--- src/rtl/reg_index_encoder_if.sv ---
// reg_index_encoder_if
//   Bundles the two valid/ready channels of the register index encoder.
//   Request channel (producer -> encoder):
//     req_valid, req_vec  : bitmask offered by the producer
//     req_ready           : encoder can take a new bitmask
//   Index channel (encoder -> consumer):
//     idx_valid, idx, idx_last : register index being offered
//     idx_ready                : consumer takes the index this cycle
//   Handshake rule for both channels: a transfer happens on a rising clock
//   edge where valid && ready are both high. Once valid is raised, the
//   payload stays stable and valid stays high until that transfer (only a
//   flush or reset may withdraw it). Ready may change freely.
//   Modports: master = producer/consumer side, slave = encoder side.
interface reg_index_encoder_if #(
  parameter int N_REGS = 32,
  parameter int IDX_W  = 5
);
  logic              req_valid;
  logic              req_ready;
  logic [N_REGS-1:0] req_vec;
  logic              idx_valid;
  logic              idx_ready;
  logic [IDX_W-1:0]  idx;
  logic              idx_last;

  modport master (
    output req_valid, req_vec, idx_ready,
    input  req_ready, idx_valid, idx, idx_last
  );

  modport slave (
    input  req_valid, req_vec, idx_ready,
    output req_ready, idx_valid, idx, idx_last
  );
endinterface

--- src/rtl/reg_index_encoder.sv ---
// reg_index_encoder
//   Sequential N_REGS-to-IDX_W encoder: takes a register bitmask and emits
//   the index of every set bit, lowest first, one per index handshake.
//   Ports:
//     clk       : system clock, rising edge
//     reset_n   : asynchronous active-low reset
//     bus       : slave side of reg_index_encoder_if (request + index channels)
//     flush     : synchronous abort of the current scan, no done pulse
//     busy      : scan in progress
//     done      : one-cycle pulse when a bitmask completes (empty ones too)
//     dbg_state : current FSM state, 0 = IDLE, 1 = SCAN
//   All outputs derive from registered state only.
module reg_index_encoder #(
  parameter int N_REGS  = 32,
  parameter int IDX_W   = 5,
  parameter int MASK_ZR = 1
) (
  input  logic                  clk,
  input  logic                  reset_n,
  reg_index_encoder_if.slave    bus,
  input  logic                  flush,
  output logic                  busy,
  output logic                  done,
  output logic                  dbg_state
);

  typedef enum logic {IDLE = 1'b0, SCAN = 1'b1} state_t;

  state_t            state;
  logic [N_REGS-1:0] pending;
  logic [N_REGS-1:0] masked;
  logic [IDX_W-1:0]  idx_enc;
  logic              last_bit;

  // Bit N_REGS-1 is the zero register when MASK_ZR is set; it never has
  // anything to write back, so drop it before deciding whether the mask is empty.
  always_comb begin
    masked = bus.req_vec;
    if (MASK_ZR != 0) masked[N_REGS-1] = 1'b0;
  end

  // Lowest set bit wins: scan from the top so the last hit is the lowest.
  always_comb begin
    idx_enc = '0;
    for (int i = N_REGS - 1; i >= 0; i--) begin
      if (pending[i]) idx_enc = IDX_W'(i);
    end
  end

  // Exactly one bit set: clearing the lowest bit leaves nothing.
  assign last_bit = (pending != '0) &&
                    ((pending & (pending - N_REGS'(1))) == '0);

  assign bus.req_ready = (state == IDLE);
  assign bus.idx_valid = (state == SCAN);
  assign bus.idx       = idx_enc;
  assign bus.idx_last  = last_bit;
  assign busy          = (state == SCAN);
  assign dbg_state     = (state == SCAN);

  always_ff @(posedge clk or negedge reset_n) begin
    if (!reset_n) begin
      state   <= IDLE;
      pending <= '0;
      done    <= 1'b0;
    end else begin
      done <= 1'b0;
      if (flush) begin
        state   <= IDLE;
        pending <= '0;
      end else begin
        case (state)
          IDLE: begin
            if (bus.req_valid) begin
              if (masked != '0) begin
                pending <= masked;
                state   <= SCAN;
              end else begin
                done <= 1'b1;
              end
            end
          end
          SCAN: begin
            if (bus.idx_ready) begin
              // Clears exactly the bit currently presented on idx.
              pending <= pending & (pending - N_REGS'(1));
              if (last_bit) begin
                state <= IDLE;
                done  <= 1'b1;
              end
            end
          end
          default: begin
            state   <= IDLE;
            pending <= '0;
          end
        endcase
      end
    end
  end

endmodule

--- src/flat_wrapper.sv ---
// flat-port wrapper written by rule: the top's interface ports become plain ports
module reg_index_encoder_flat 
#(
  parameter int N_REGS  = 32,
  parameter int IDX_W   = 5,
  parameter int MASK_ZR = 1
)
  (clk, reset_n, flush, busy, done, dbg_state, bus_req_valid, bus_req_vec, bus_idx_ready, bus_req_ready, bus_idx_valid, bus_idx, bus_idx_last);
  reg_index_encoder_if #(.N_REGS(N_REGS), .IDX_W(IDX_W)) bus_i ();
  input  logic clk;
  input  logic reset_n;
  input  logic flush;
  output logic busy;
  output logic done;
  output logic dbg_state;
  input wire logic [$bits(bus_i.req_valid)-1:0] bus_req_valid;
  input wire logic [$bits(bus_i.req_vec)-1:0] bus_req_vec;
  input wire logic [$bits(bus_i.idx_ready)-1:0] bus_idx_ready;
  output wire logic [$bits(bus_i.req_ready)-1:0] bus_req_ready;
  output wire logic [$bits(bus_i.idx_valid)-1:0] bus_idx_valid;
  output wire logic [$bits(bus_i.idx)-1:0] bus_idx;
  output wire logic [$bits(bus_i.idx_last)-1:0] bus_idx_last;
  assign bus_i.req_valid = bus_req_valid;
  assign bus_i.req_vec = bus_req_vec;
  assign bus_i.idx_ready = bus_idx_ready;
  assign bus_req_ready = bus_i.req_ready;
  assign bus_idx_valid = bus_i.idx_valid;
  assign bus_idx = bus_i.idx;
  assign bus_idx_last = bus_i.idx_last;
  reg_index_encoder #(.N_REGS(N_REGS), .IDX_W(IDX_W), .MASK_ZR(MASK_ZR)) u_core (.clk(clk), .reset_n(reset_n), .bus(bus_i), .flush(flush), .busy(busy), .done(done), .dbg_state(dbg_state));
endmodule
--- config.mk ---
export PLATFORM = sky130hd
export DESIGN_NAME = reg_index_encoder_flat
export DESIGN_NICKNAME = d
export VERILOG_FILES = /design/src/rtl/reg_index_encoder_if.sv /design/src/rtl/reg_index_encoder.sv /design/src/flat_wrapper.sv
export SDC_FILE = /design/constraint.sdc
export NUM_CORES = 1
export LEC_CHECK = 0
export BUFFER_PORTS_ARGS = -buffer_cell sky130_fd_sc_hd__buf_2
export CORE_MARGIN = 2
export CORE_UTILIZATION = 50
export CTS_CLUSTER_SIZE = 8
export DETAILED_ROUTE_END_ITERATION = 6
export GPL_TIMING_DRIVEN = 1
export PLACE_DENSITY = 0.76
export SLEW_MARGIN = 20
export SYNTH_ARGS = -nofsm -noshare
export SYNTH_HDL_FRONTEND = slang
export SYNTH_SLANG_ARGS = --single-unit
--- constraint.sdc ---
create_clock -name clk -period 2.9 [get_ports clk]
set_input_delay 0.29 -clock clk [delete_from_list [all_inputs] [get_ports clk]]
set_output_delay 0.29 -clock clk [all_outputs]
set_load 0.005 [all_outputs]
Yosys cells after proc, flatten, opt, wreduce, memory -nomap -nowiden. Index checks and enable logic that the tools add are counted.

Register bits after elaboration: 34. Input port bits: 37. Output and inout port bits: 11. Logic and storage cells: 63.

Add/sub/neg operators: 1. Equal/unequal tests: 3. Muxes and demuxes: 49. Bitwise logic cells: 2. Reductions and logical operators: 5.

Operators by type and width (count): 5-bit two-way mux (32); 32-bit two-way mux (4); 32-bit one-hot mux with 2 select lines (1); 32-bit nonzero test (2); 32-bit AND (1); 32-bit zero test (1); 32-bit by 1-bit subtractor with 32-bit output, second input constant (1); 1-bit two-way mux (10); 3-bit inequality test, second input constant (2); 1-bit one-hot mux with 2 select lines (2); 3-bit by 2-bit inequality test with 1-bit output, second input constant (1); 3-bit AND reduction (1); 1-bit logical AND (1); 1-bit inverter (1).

Logic depth before layout (Yosys ltp).
Depth after elaboration: 32. Mapped depth: 9. Depth with buffers taken out: 7.

Worst setup path after synthesis. OpenSTA, ideal clock, no wires.

Path type: register to output. Start point: register u_core.pending[19]. End point: output bus_idx_last. Arrival time: 2.705 ns. Required time: 2.610 ns. Slack: -0.095 ns. Stages on the path, launching flop included: 9. Buffers on the path: 2. Path through: dfrtp_1 > buf_6 > or4_4 > or2_1 > buf_6 > or4_4 > maj3_2 > nor4_2 > and3_2.

Cells in the longest elaborated chain, start to end: 4. Elaborated cells on any way between the ends: 5. Those cells by class: add/sub: 1; bitwise: 1; reduce/logical: 3.

Ends and longest elaborated chain: start: declaration (RTL line reg_index_encoder.sv:30) `logic [N_REGS-1:0] pending;`; start signal: assignment (RTL line reg_index_encoder.sv:76) `pending <= masked;`; start signal: assignment (RTL line reg_index_encoder.sv:86) `pending <= pending & (pending - N_REGS'(1));`; 32-bit by 1-bit subtractor with 32-bit output (RTL line reg_index_encoder.sv:52) `((pending & (pending - N_REGS'(1))) == '0);`; 32-bit AND (RTL line reg_index_encoder.sv:52); 32-bit zero test (RTL line reg_index_encoder.sv:52); 1-bit logical AND (*) (RTL line reg_index_encoder.sv:51) `assign last_bit = (pending != '0) &&`; end: declaration (RTL line flat_wrapper.sv:22) `output wire logic [$bits(bus_i.idx_last)-1:0] bus_idx_last;`.

Mark *: on every way between the ends. The rest lies on a longest branch, timed or not.

Worst setup path in the final report. Ends and elaborated chain as after synthesis.

==> flow_summary.rst <==
.. list-table::
   :header-rows: 1

   * - Metric
     - Value
   * - Clock period minus worst slack
     - 3.15 ns
   * - TritonCTS clock tree
     - built
   * - Mean post-synth cell area
     - 7.86 um^2
   * - Via count of the first global-routing pass
     - 2411
   * - Violated checks
     - setup timing
   * - HPWL reported at the end of detailed placement
     - 5490 um
   * - Synth Area in Simple Gates
     - 27.4%
   * - Proportion of layout cells with a drive suffix above 1
     - 28.4%
   * - YS warnings
     - 0
   * - Multiplexer share of the synthesized area
     - 0%
   * - Path class of the lowest-slack min-delay path
     - input pin to async pin
   * - Critical Path Source Type
     - register
   * - Number of vias per cell
     - 6.47
   * - Sum of overflow across all layers after global routing
     - 0
   * - First-pass GRT wire length
     - 12000 um
   * - IO Count
     - 48
   * - Sequential fraction of the synthesis area
     - 34.7%
   * - Initial core utilization
     - 51.9%
   * - Largest vdd supply drop
     - 0.000247 V
   * - Synthesized-area fraction occupied by adder cells
     - 0.459%
   * - Pin count of the biggest net entering global routing
     - 35
   * - Drt pass-1 iters
     - 5
   * - Power density cells
     - 533 mW/mm^2
   * - Count of flip-flops with a built-in enable after synthesis
     - 0
   * - Post-synth design cell area
     - 0.00245 mm^2
   * - Most used cells in the layout excluding fill and tap cells
     - sky130_fd_sc_hd__buf_2, sky130_fd_sc_hd__buf_4, sky130_fd_sc_hd__dfrtp_1, sky130_fd_sc_hd__o21ai_0, sky130_fd_sc_hd__nor2_1
   * - Final setup skew
     - 0.0108 ns
   * - Antenna violations before repair
     - 0
   * - Number of DRC violations after detailed-routing iteration 0
     - 341
   * - Layout-stage area growth over the synthesis result
     - 25.4%
   * - Core ar.
     - 0.00472 mm^2
   * - Share of flip-flops with an asynchronous set or reset after synthesis
     - 100%
   * - Maximum fanout along the worst path
     - 7
   * - Latest clock arrival within the worst-skew pair
     - 0.29 ns
   * - Cell row count
     - 25
   * - Number of endpoints failing setup at the final stage
     - 1
   * - Filler cell count
     - 425
   * - Slew at the pin closest to its max-slew limit
     - 0.784 ns
   * - Floorplan die area
     - 0.00548 mm^2
   * - Number of CTS-inserted buffers
     - 5
   * - Average wire per standard cell
     - 17.4 um
   * - Standby leakage power
     - 1.42 nW
   * - Global placer's final weighted congestion
     - 0.945
   * - Final nets
     - 413
   * - Vias after detailed routing
     - 2874
   * - Element type at the critical path end
     - output port
   * - Result of the run
     - complete, but fails checks
   * - Hold slack final
     - 0.0791 ns
   * - Endpoint required time on the critical path
     - 2.61 ns
   * - Aggregate global-route resource usage
     - 28.4%
   * - Max cap viols
     - 0
   * - Total Power Consumption
     - 0.00164 W
   * - Total area of sequential cells
     - 853 um^2
   * - Crit path DAT
     - 2.86 ns
   * - Maximum operating frequency
     - 317 MHz
   * - Total count of hold-check failures in the final report
     - 0
   * - Combinational family with the most area after synthesis
     - compound AO/OA/AOI/OAI gates
   * - Ys flop type
     - sky130_fd_sc_hd__dfrtp_1
   * - Final worst path period share
     - 109%
   * - Detailed-route wire length
     - 7740 um
   * - CTS sink count
     - 34
   * - Number of nets with antenna violations after detailed routing
     - 0
   * - Final max-slew violation count
     - 0
   * - Cell chosen for the clock root
     - sky130_fd_sc_hd__clkbuf_8
   * - Netlist cell types
     - 51
   * - Max_slew headroom
     - 47.7%
   * - # hold bufs at CTS
     - 0
   * - Height of the chip
     - 74.1 um
   * - Ant diodes
     - 0
   * - Worst-case clock buffer depth
     - 2
   * - Setup slack after layout
     - -0.251 ns
   * - Horizontal die dimension
     - 74.1 um
   * - Commonest non-fill, non-tap cell in the layout
     - sky130_fd_sc_hd__buf_2
   * - Multi-input gate area in the final layout
     - 0.00150 mm^2
   * - Count of H-tree levels built during CTS
     - 2
   * - Post-Synth XOR/XNOR Area
     - 0%
   * - Critical Setup Path Class
     - register to output port
   * - Mapped Nets
     - 349
   * - Clock slew at the register clock pins of the worst setup and hold paths
     - 0.08 ns
   * - Yosys reg bits
     - 34
   * - Placement Setup Slack
     - 0.0758 ns
   * - Post-Syn Instances
     - 312
   * - Number of buffers added on ports
     - 46
   * - Unrepaired setup endpoints after global routing
     - yes
   * - Setup TNS Final
     - -0.251 ns
   * - Compound-Gate Fraction of Synth Area
     - 30.8%
   * - DRC violation count after routing
     - 0
[through the flow]
step | area (um^2) | cells | util [%]
final | 3080 | 444 | 65.1
after global routing | 3080 | 444 | 65.1
after CTS | 3020 | 441 | 63.9
after detailed placement | 2910 | 432 | 61.5
after global placement | 2910 | 432 | 61.5
after floorplan | 2470 | 312 | -
[state kept, by name (all words and copies together), names as in the netlist]
name                  cells
u_core.bus.idx_valid      1
u_core.done               1
u_core.pending           32
[repair_timing]
item | CTS | global route
endpoints found under the hold margin | 0 | 0
pin swaps | 1 | 3
setup buffers | 1 | 3
setup endpoints to repair | 1 | 3
gates cloned | 0 | 0
resized for setup | 2 | 9
[logic make-up after synthesis]
kind of cell,after synthesis
and+or+nand+nor,128
AOI/OAI and AO/OA,113
buffers and inverters,36
DFF,34
adders and majority gates,1
[where the power goes]
part           internal (W)  total, W  switching, W  leakage [nW]
logic              0.000310  0.000689      0.000379         0.918
clock network      0.000192  0.000366      0.000175        0.0482
registers          0.000519  0.000585     0.0000657         0.450
total               0.00102   0.00164      0.000619          1.42
[synth_stat cells, types with 4 or more instances]
cell type / count / share of area, %
sky130_fd_sc_hd__dfrtp_1: 34 / 35
sky130_fd_sc_hd__o21ai_0: 30 / 6.1
sky130_fd_sc_hd__nor2_1: 28 / 4.3
sky130_fd_sc_hd__nand2_1: 26 / 4.0
sky130_fd_sc_hd__clkbuf_1: 19 / 2.9
sky130_fd_sc_hd__a21oi_1: 17 / 3.5
sky130_fd_sc_hd__a22o_1: 16 / 5.7
sky130_fd_sc_hd__nor3_1: 16 / 3.3
sky130_fd_sc_hd__nor4_1: 15 / 3.8
sky130_fd_sc_hd__a31oi_1: 9 / 2.3
sky130_fd_sc_hd__inv_1: 9 / 1.4
sky130_fd_sc_hd__nand3_1: 9 / 1.8
sky130_fd_sc_hd__a211oi_1: 6 / 1.8
sky130_fd_sc_hd__nand4_1: 6 / 1.5
sky130_fd_sc_hd__o22ai_1: 6 / 1.5
sky130_fd_sc_hd__and3_1: 5 / 1.3
sky130_fd_sc_hd__o31ai_1: 5 / 1.5
sky130_fd_sc_hd__or4_1: 5 / 1.5
sky130_fd_sc_hd__a21o_1: 4 / 1.2
[layer usage]
layer  GRT usage (%)  vias up  part of all wire, %
met1            41.7     1359                   44
met3            7.05       16                  9.8
met2            42.4      165                   45
met4            6.26        0                  1.8
li1                -     1334                    -
met5               0        -                    0
[worst max-delay path, stage by stage, from the launching register on]
cell and delay, ns:
sky130_fd_sc_hd__dfrtp_1 0.38, sky130_fd_sc_hd__or4_4 0.56, sky130_fd_sc_hd__or2_1 0.26, sky130_fd_sc_hd__buf_4 0.17, sky130_fd_sc_hd__or3_4 0.38, sky130_fd_sc_hd__a222oi_1 0.37
sky130_fd_sc_hd__buf_4 0.20, sky130_fd_sc_hd__and3_4 0.17, sky130_fd_sc_hd__buf_6 0.08
[path summary, 6_finish.rpt]
kind	startpoint	to	slack [ns]	depth (start not counted)
worst max-delay path	u_core.pending[19]$_DFFE_PN0P_	bus_idx_last	-0.25	8
worst min-delay path	reset_n	u_core.pending[11]$_DFFE_PN0P_	0.08	1
worst max register to register	u_core.pending[19]$_DFFE_PN0P_	u_core.done$_DFF_PN0_	0.02	9
worst min register to register	u_core.pending[2]$_DFFE_PN0P_	u_core.pending[2]$_DFFE_PN0P_	0.61	1
max in group asynchronous	reset_n	u_core.pending[2]$_DFFE_PN0P_	2.26	1
min in group clk	bus_req_vec[4]	u_core.pending[4]$_DFFE_PN0P_	0.24	2
[cell type report]
| cell class | count | share of cell area [%] |
|---|---|---|
| Clock buffer | 7 | 2.81 |
| Clock inverter | 1 | 0.163 |
| Inverter | 10 | 1.22 |
| Multi-Input combinational cell | 242 | 48.6 |
| Sequential cell | 34 | 27.7 |
| Tap cell | 67 | 2.72 |
| Timing Repair Buffer | 83 | 16.7 |
No activity file was read; power rests on OpenSTA's default activity.
